## src/rtl/wb_drain_ctrl.sv

```systemverilog
// Write-back buffer drain sequencer: issues the head entry as one or two
// word-aligned beats to the D-cache or memory port, then pops it.
module wb_drain_ctrl #(
  parameter int unsigned TIMEOUT = 255
) (
  input  logic        clk,
  input  logic        rst,
  input  logic        wb_empty,
  input  logic        wb_en_vld,
  input  logic        wb_en_cach,
  input  logic [14:0] wb_en_addr,
  input  logic [31:0] wb_en_data,
  input  logic [2:0]  wb_en_size,
  output logic        wb_read,
  input  logic        hold,
  output logic        drain_idle,
  output logic        dc_req,
  output logic [14:0] dc_addr,
  output logic [31:0] dc_wdata,
  output logic [3:0]  dc_be,
  input  logic        dc_ack,
  output logic        mem_req,
  output logic [14:0] mem_addr,
  output logic [31:0] mem_wdata,
  output logic [3:0]  mem_be,
  input  logic        mem_ack,
  output logic        err
);

  typedef enum logic [1:0] {IDLE, BEAT0, BEAT1, POP} state_t;

  localparam logic [7:0] TMO = 8'(TIMEOUT);

  state_t      state;
  logic        cach_q;
  logic        split_q;
  logic [14:0] addr1_q;
  logic [31:0] wdata1_q;
  logic [3:0]  be1_q;
  logic [7:0]  tcnt;

  logic [1:0]  off;
  logic        size_bad;
  logic [2:0]  sz;
  logic [3:0]  m;
  logic        split;
  logic [7:0]  be_w;
  logic [63:0] data_w;
  logic [14:0] addr0;
  logic        start;
  logic        ack;
  logic        idle_next;

  // Both beats are computed up front: the 64-bit/8-bit shifted images hold
  // beat0 in the low word/nibble and the spill-over beat1 in the high half.
  always_comb begin
    off      = wb_en_addr[1:0];
    size_bad = !(wb_en_size inside {3'd1, 3'd2, 3'd4});
    sz       = size_bad ? 3'd4 : wb_en_size;
    case (sz)
      3'd1:    m = 4'b0001;
      3'd2:    m = 4'b0011;
      default: m = 4'b1111;
    endcase
    split     = ({2'b00, off} + {1'b0, sz}) > 4'd4;
    be_w      = {4'b0000, m} << off;
    data_w    = {32'h0, wb_en_data} << {off, 3'b000};
    addr0     = {wb_en_addr[14:2], 2'b00};
    start     = (state == IDLE) && wb_en_vld && !wb_empty && !hold;
    ack       = cach_q ? dc_ack : mem_ack;
    idle_next = ((state == IDLE) && !start) || (state == POP);
  end

  always_ff @(posedge clk) begin
    if (rst) begin
      state      <= IDLE;
      cach_q     <= 1'b0;
      split_q    <= 1'b0;
      addr1_q    <= '0;
      wdata1_q   <= '0;
      be1_q      <= '0;
      tcnt       <= '0;
      wb_read    <= 1'b0;
      drain_idle <= 1'b0;
      dc_req     <= 1'b0;
      dc_addr    <= '0;
      dc_wdata   <= '0;
      dc_be      <= '0;
      mem_req    <= 1'b0;
      mem_addr   <= '0;
      mem_wdata  <= '0;
      mem_be     <= '0;
      err        <= 1'b0;
    end else begin
      drain_idle <= wb_empty && idle_next;
      case (state)
        IDLE: begin
          wb_read <= 1'b0;
          if (start) begin
            cach_q   <= wb_en_cach;
            split_q  <= split;
            addr1_q  <= addr0 + 15'd4;
            wdata1_q <= data_w[63:32];
            be1_q    <= be_w[7:4];
            tcnt     <= '0;
            if (size_bad) err <= 1'b1;
            if (wb_en_cach) begin
              dc_req   <= 1'b1;
              dc_addr  <= addr0;
              dc_wdata <= data_w[31:0];
              dc_be    <= be_w[3:0];
            end else begin
              mem_req   <= 1'b1;
              mem_addr  <= addr0;
              mem_wdata <= data_w[31:0];
              mem_be    <= be_w[3:0];
            end
            state <= BEAT0;
          end
        end
        BEAT0, BEAT1: begin
          if (ack) begin
            tcnt <= '0;
            if (state == BEAT0 && split_q) begin
              if (cach_q) begin
                dc_addr  <= addr1_q;
                dc_wdata <= wdata1_q;
                dc_be    <= be1_q;
              end else begin
                mem_addr  <= addr1_q;
                mem_wdata <= wdata1_q;
                mem_be    <= be1_q;
              end
              state <= BEAT1;
            end else begin
              dc_req  <= 1'b0;
              mem_req <= 1'b0;
              wb_read <= 1'b1;
              state   <= POP;
            end
          end else if (tcnt != TMO) begin
            // Saturates at TMO; the beat keeps waiting, only the flag is raised.
            tcnt <= tcnt + 8'd1;
            if (tcnt + 8'd1 == TMO) err <= 1'b1;
          end
        end
        POP: begin
          wb_read <= 1'b0;
          state   <= IDLE;
        end
        default: state <= IDLE;
      endcase
    end
  end

endmodule

```

## config.mk

```make
export PLATFORM = sky130hd
export DESIGN_NAME = wb_drain_ctrl
export DESIGN_NICKNAME = d
export VERILOG_FILES = /design/src/rtl/wb_drain_ctrl.sv
export SDC_FILE = /design/constraint.sdc
export NUM_CORES = 1
export LEC_CHECK = 0
export ABC_CLOCK_PERIOD_IN_PS = 2920
export CAP_MARGIN = 10
export CORE_ASPECT_RATIO = 1.4
export CORE_MARGIN = 5
export CORE_UTILIZATION = 30
export CTS_BUF_LIST = sky130_fd_sc_hd__clkbuf_8
export CTS_CLUSTER_DIAMETER = 150
export DETAILED_ROUTE_END_ITERATION = 7
export GPL_ROUTABILITY_DRIVEN = 0
export MAX_ROUTING_LAYER = met4
export PLACE_DENSITY = 0.64
export SYNTH_ARGS = -nofsm -noshare
export SYNTH_HDL_FRONTEND = slang
export SYNTH_SLANG_ARGS = --single-unit
export TNS_END_PERCENT = 30
```

## constraint.sdc

```tcl
create_clock -name clk -period 2.92 [get_ports clk]
set_clock_uncertainty 0.15 [all_clocks]
set_input_delay 0.584 -clock clk [delete_from_list [all_inputs] [get_ports clk]]
set_output_delay 0.584 -clock clk [all_outputs]
set_load 0.005 [all_outputs]
```

Word-level counts from Yosys, hierarchy flattened --
Index checks and enable logic that the tools add are counted.
Word-level totals: memories kept 0, ROM bits 0, input port bits 58, output and inout bits 107, bits in latches 0, word-level logic and storage cells 135, register bits after elaboration 170, RAM bits 0
Cells by class: mux-type cells 64, divide/modulo/power cells 0, magnitude comparators 1, equal/unequal tests 23, shifts and indexed selects 2, multiply operators 0, reduce and logical (&&, ||, !) cells 24, bitwise gates (word level) 0, add/subtract/negate cells 3
Operators with widths (number):
- 32-bit two-way mux | 10
- 15-bit two-way mux | 10
- 32-bit one-hot mux with 2 select lines | 2
- 32-bit by 5-bit left shift with 64-bit output | 1
- 15-bit one-hot mux with 2 select lines | 2
- 4-bit two-way mux | 10
- 8-bit two-way mux | 3
- 2-bit != test (second input constant) | 12
- 4-bit one-hot mux with 2 select lines | 3
- 6-bit AND reduction | 3
- 8-bit one-hot mux with 2 select lines | 1
- 15-bit by 3-bit adder with 15-bit output (second input constant) | 1
- 1-bit two-way mux | 15
- 5-bit AND reduction | 2
- 8-bit by 1-bit adder with 8-bit output (second input constant) | 1
- 8-bit equality test (second input constant) | 1
- 8-bit != test (second input constant) | 1
- 1-bit one-hot mux with 2 select lines | 4
- 4-bit by 2-bit left shift with 8-bit output | 1
- 3-bit by 1-bit equality test with 1-bit output (second input constant) | 2
- 3-bit by 2-bit equality test with 1-bit output (second input constant) | 2
- 1-bit logical AND | 6
- 2-bit one-hot mux with 3 select lines | 1
- 2-bit AND reduction | 3
- 15 further kinds | 20

Depth between registers and ports, before layout --
depth after elaboration 9, mapped depth 9, depth with buffers taken out 7

Least setup slack after synthesis --
OpenSTA, ideal clock, no wires.
path kind input to register, start point input wb_en_size[2], end point register split_q, stages 7, required time 2.648 ns, buffers on the path 1, path slack 0.677 ns, arrival 1.971 ns, path through clkbuf_1 nor2_1 ha_1 fa_1 or3_1 o211ai_1 a21oi_1
Between the ends: cells in the longest elaborated chain, start to end 5, elaborated cells between the ends (all ways) 7, those cells by class 1 x add/sub; 1 x order compare; 3 x eq/ne; 1 x mux; 1 x reduce/logical
Ends and longest elaborated chain:
- from (decl) | line 13 | input logic [2:0] wb_en_size,
- 3-bit by 1-bit equality test with 1-bit output (tied with other cells) | line 58 | size_bad = !(wb_en_size inside {3'd1, 3'd2, 3'd4});
- 3-bit nonzero test | line 58
- 3-bit two-way mux * | line 59 | sz = size_bad ? 3'd4 : wb_en_size;
- 2-bit by 3-bit adder with 4-bit output * | line 65 | split = ({2'b00, off} + {1'b0, sz}) > 4'd4;
- 4-bit by 3-bit greater-than comparator with 1-bit output * | line 65
- to (signal assigned) | line 101 | split_q <= split;
- to (decl) | line 36 | logic split_q;
Mark *: on every way between the ends. The rest lies on a longest branch, timed or not. A chain may end at the register's enable or synchronous reset.

Worst setup path after layout --
start point register state[1], end point register mem_wdata[18]
Between the ends: cells in the longest elaborated chain, start to end 6, elaborated cells between the ends (all ways) 16, those cells by class 7 x eq/ne; 1 x mux; 8 x reduce/logical
Ends and longest elaborated chain:
- from (decl) | line 34 | state_t state;
- from (signal assigned) | line 76 | state <= IDLE;
- from (signal assigned) | line 118 | state <= BEAT0;
- from (signal assigned) | line 134 | state <= BEAT1;
- 2-bit logical NOT | line 69, 96
- 1-bit logical AND (3 in series) | line 69 | start = (state == IDLE) && wb_en_vld && !wb_empty && !hold;
- 2-bit != test (no source line)
- 6-bit AND reduction (no source line)
- to (signal assigned) | line 115 | mem_wdata <= data_w[31:0];
- to (signal assigned) | line 131 | mem_wdata <= wdata1_q;
- to (decl) | line 24 | output logic [31:0] mem_wdata,
Several ways; a longest one is shown, not always the timed one.

==> results.py <==
metrics = {
    "yosys": {
        "synth_edf_count": 0,
        "synth_area_leaders": "dfxtp_1, a21oi_1, mux2i_1",
        "syn-cell-area_sq_mm": 0.00744,
        "yosys.area.top_type_share_pct": 41.7,
        "synthFlopType": "dfxtp_1",
        "seq_area_frac_synth_pct": 41.7,
        "syn-mean-instance-area_sq_um": 8.60,
        "synthArstFlopShare_pct": 0,
        "synth_cell_type_count": 68,
        "synth_area_leader_cell": "dfxtp_1",
        "netlist_instances": 865,
        "synth_warnings": 0,
        "yosys_register_bits": 155,
    },
    "critical_path": {
        "crit_fanout": 17,
        "critical_path.max_stage_delay_ps": 560,
        "reg2reg_from": "state[1]",
        "crit_start": "state[1]",
        "crit_chain": "inv_1 -> ha_2 -> nand3_1 -> o21ai_2 -> buf_4 -> nand4_1 -> a21oi_1",
        "rrSetupSlack_ps": 330,
        "crit_path_start_kind": "flip-flop",
        "cp-endpoint": "mem_wdata[18]",
        "crit_slowest_cell": "ha_2",
        "crit_type": "reg -> reg",
        "cp.arrival_ps": 2820,
        "crit_required_ps": 3150,
        "worst-r2r-cell-count": 7,
        "timing.rr.end": "mem_wdata[18]",
        "end_kind": "flip-flop",
    },
    "final_layout": {
        "final_cell_mix": "clkdlybuf4s50_1, dfxtp_1, a21oi_1, o21ai_0, a211oi_1",
        "fin_cells": 1326,
        "fin_util_pct": 40.0,
        "drive_gt1_share_pct": 9.20,
        "nFillCells": 2470,
        "antenna_cells": 0,
        "fin_area_sq_mm": 0.00982,
        "final_common_cell": "clkdlybuf4s50_1",
        "syn_to_final_growth_pct": 32.1,
        "final_nets": 1065,
    },
    "sta": {
        "rsz0062_at_grt": "no",
        "finalHoldViolations": 0,
        "setup_tns_ps": 0,
        "setup_ws_ps": 334,
        "period_share_pct": 88.5,
        "slew_headroom_pct": 54.8,
        "setup_violations": 0,
        "drv_slew": 0,
        "finalCriticalPeriod_ps": 2590,
        "timing.fmax_mhz": 387,
        "hold_ws_ps": 300,
        "tightest_slew_ps": 677,
    },
    "clock_network": {
        "clkSinkCount": 155,
        "root_buffer": "clkbuf_8",
        "path_clk_slew_ps": 80,
        "clkLatencyLatePin_ps": 460,
        "tritoncts": "yes",
        "cts_hold_buf": 0,
        "cts_buffer_depth": 2,
        "htree_levels": 4,
        "ctsResizeCount": 0,
        "post_cts_buffers": 0,
        "numCtsBuffers": 17,
    },
    "placement": {
        "place_ws_ps": 127,
        "dp_hpwl_um": 18300,
        "dpl_cell_area_sq_mm": 0.00940,
        "dp_cells": 1294,
        "io_buffers": 160,
    },
    "floorplanning": {
        "num_io_pins": 165,
        "fp.coreArea_sq_mm": 0.0246,
        "dieArea_sq_mm": 0.0281,
        "die_h_um": 196,
        "die_x_um": 143,
        "initial_utilization_pct": 30.2,
        "core.rowCount": 68,
    },
    "drt": {
        "drtPass1Iterations": 5,
        "vias_per_cell": 5.45,
        "drtIter0Drc": 618,
        "ant_nets": 0,
        "routed_wl_um": 25500,
        "vias": 7226,
        "wl_per_cell_um": 19.2,
        "drc_errors": 0,
    },
    "power_and_ir_drop": {
        "p_per_area_mw_per_mm2": 899,
        "ir_drop_uv": 577,
        "power.leakage_nw": 3.34,
        "power.total_mw": 8.84,
    },
    "global_routing": {
        "grt_max_degree": 143,
        "grt_use_total_pct": 18.2,
        "antenna_found_initial": 0,
        "grt_pass1_vias": 6823,
        "overflow": 0,
        "grt_pass1_wl_um": 39000,
    },
    "min_path": {
        "hold_path.class": "reg -> reg",
    },
    "job": {
        "maxCapViolCount": 0,
    },
    "status": {
        "run_status": "completed",
    },
}
## power by group
part           leakage (nW)  internal, mW  switching (mW)
logic                  1.85          1.82            2.38
registers              1.26          2.60           0.293
clock network         0.223         0.943           0.808
## Yosys cell counts, drive strengths merged (5+ instances only)
cell    number
a211oi      52
a21oi      131
a221o        7
a221oi       7
a22oi       17
a31oi        5
buf         46
clkbuf      39
dfxtp      155
ha           8
inv          8
mux2         8
mux2i       42
nand2       45
nand2b      14
nand3       27
nand4       22
nor2        45
nor3        45
o21ai       68
o31ai        6
xor2         9
## flip-flops by register name (all words and copies together), names as in the netlist, 2 cells and up
name	cells
be1_q	3
wdata1_q	24
dc_wdata	32
dc_be	4
state	2
mem_addr	13
mem_wdata	32
dc_addr	13
mem_be	4
tcnt	8
addr1_q	13
## cells by family after synthesis
kind of cell,Yosys count,synth area share (%)
compound gates,314,26.0
simple gates,229,16.1
flops,155,41.7
buf+inv,94,6.12
mux,50,6.87
xor+xnor,13,1.53
fa+ha+maj,9,1.62
other cells,1,0.0504
## routing by layer
layer  GRT usage (%)  part of all wire (%)  up-vias
li1                -                     -     3457
met1            22.6                    42     3456
met2            29.5                    49      264
met3            2.85                   5.5       49
met4            7.57                   3.4        0
met5               -                     0        -
## cell type report
type	count	area (sq um)	share of cell area (%)
multi-input combinational	619	3920	39.8
clock inverter	14	179	1.82
sequential	155	3100	31.6
tap	315	394	4.01
clock buffer	18	248	2.52
timing repair buffer	196	1950	19.9
inverter	9	33.8	0.344
## worst min path at each step
stage                 startpoint  depth (start not counted)      endpoint  slack [ps]
CTS                 wdata1_q[19]                          2  wdata1_q[19]         300
global route        wdata1_q[21]                          2  wdata1_q[21]         330
floorplan           wdata1_q[16]                          2  wdata1_q[16]         280
global placement    wdata1_q[19]                          2  wdata1_q[19]         290
detailed placement  wdata1_q[19]                          2  wdata1_q[19]         290
finish              wdata1_q[19]                          2  wdata1_q[19]         300
## worst max-delay path: cells and delay by family, from the launching register on
kind	cells	cell delay [ps]
buffers and inverters	2	400
flip-flops	1	380
AND/OR/NAND/NOR	2	430
AO/OA/AOI/OAI	2	580
adder cells (fa/ha/maj)	1	560
Note: power is estimated with default switching activity, not from simulation.
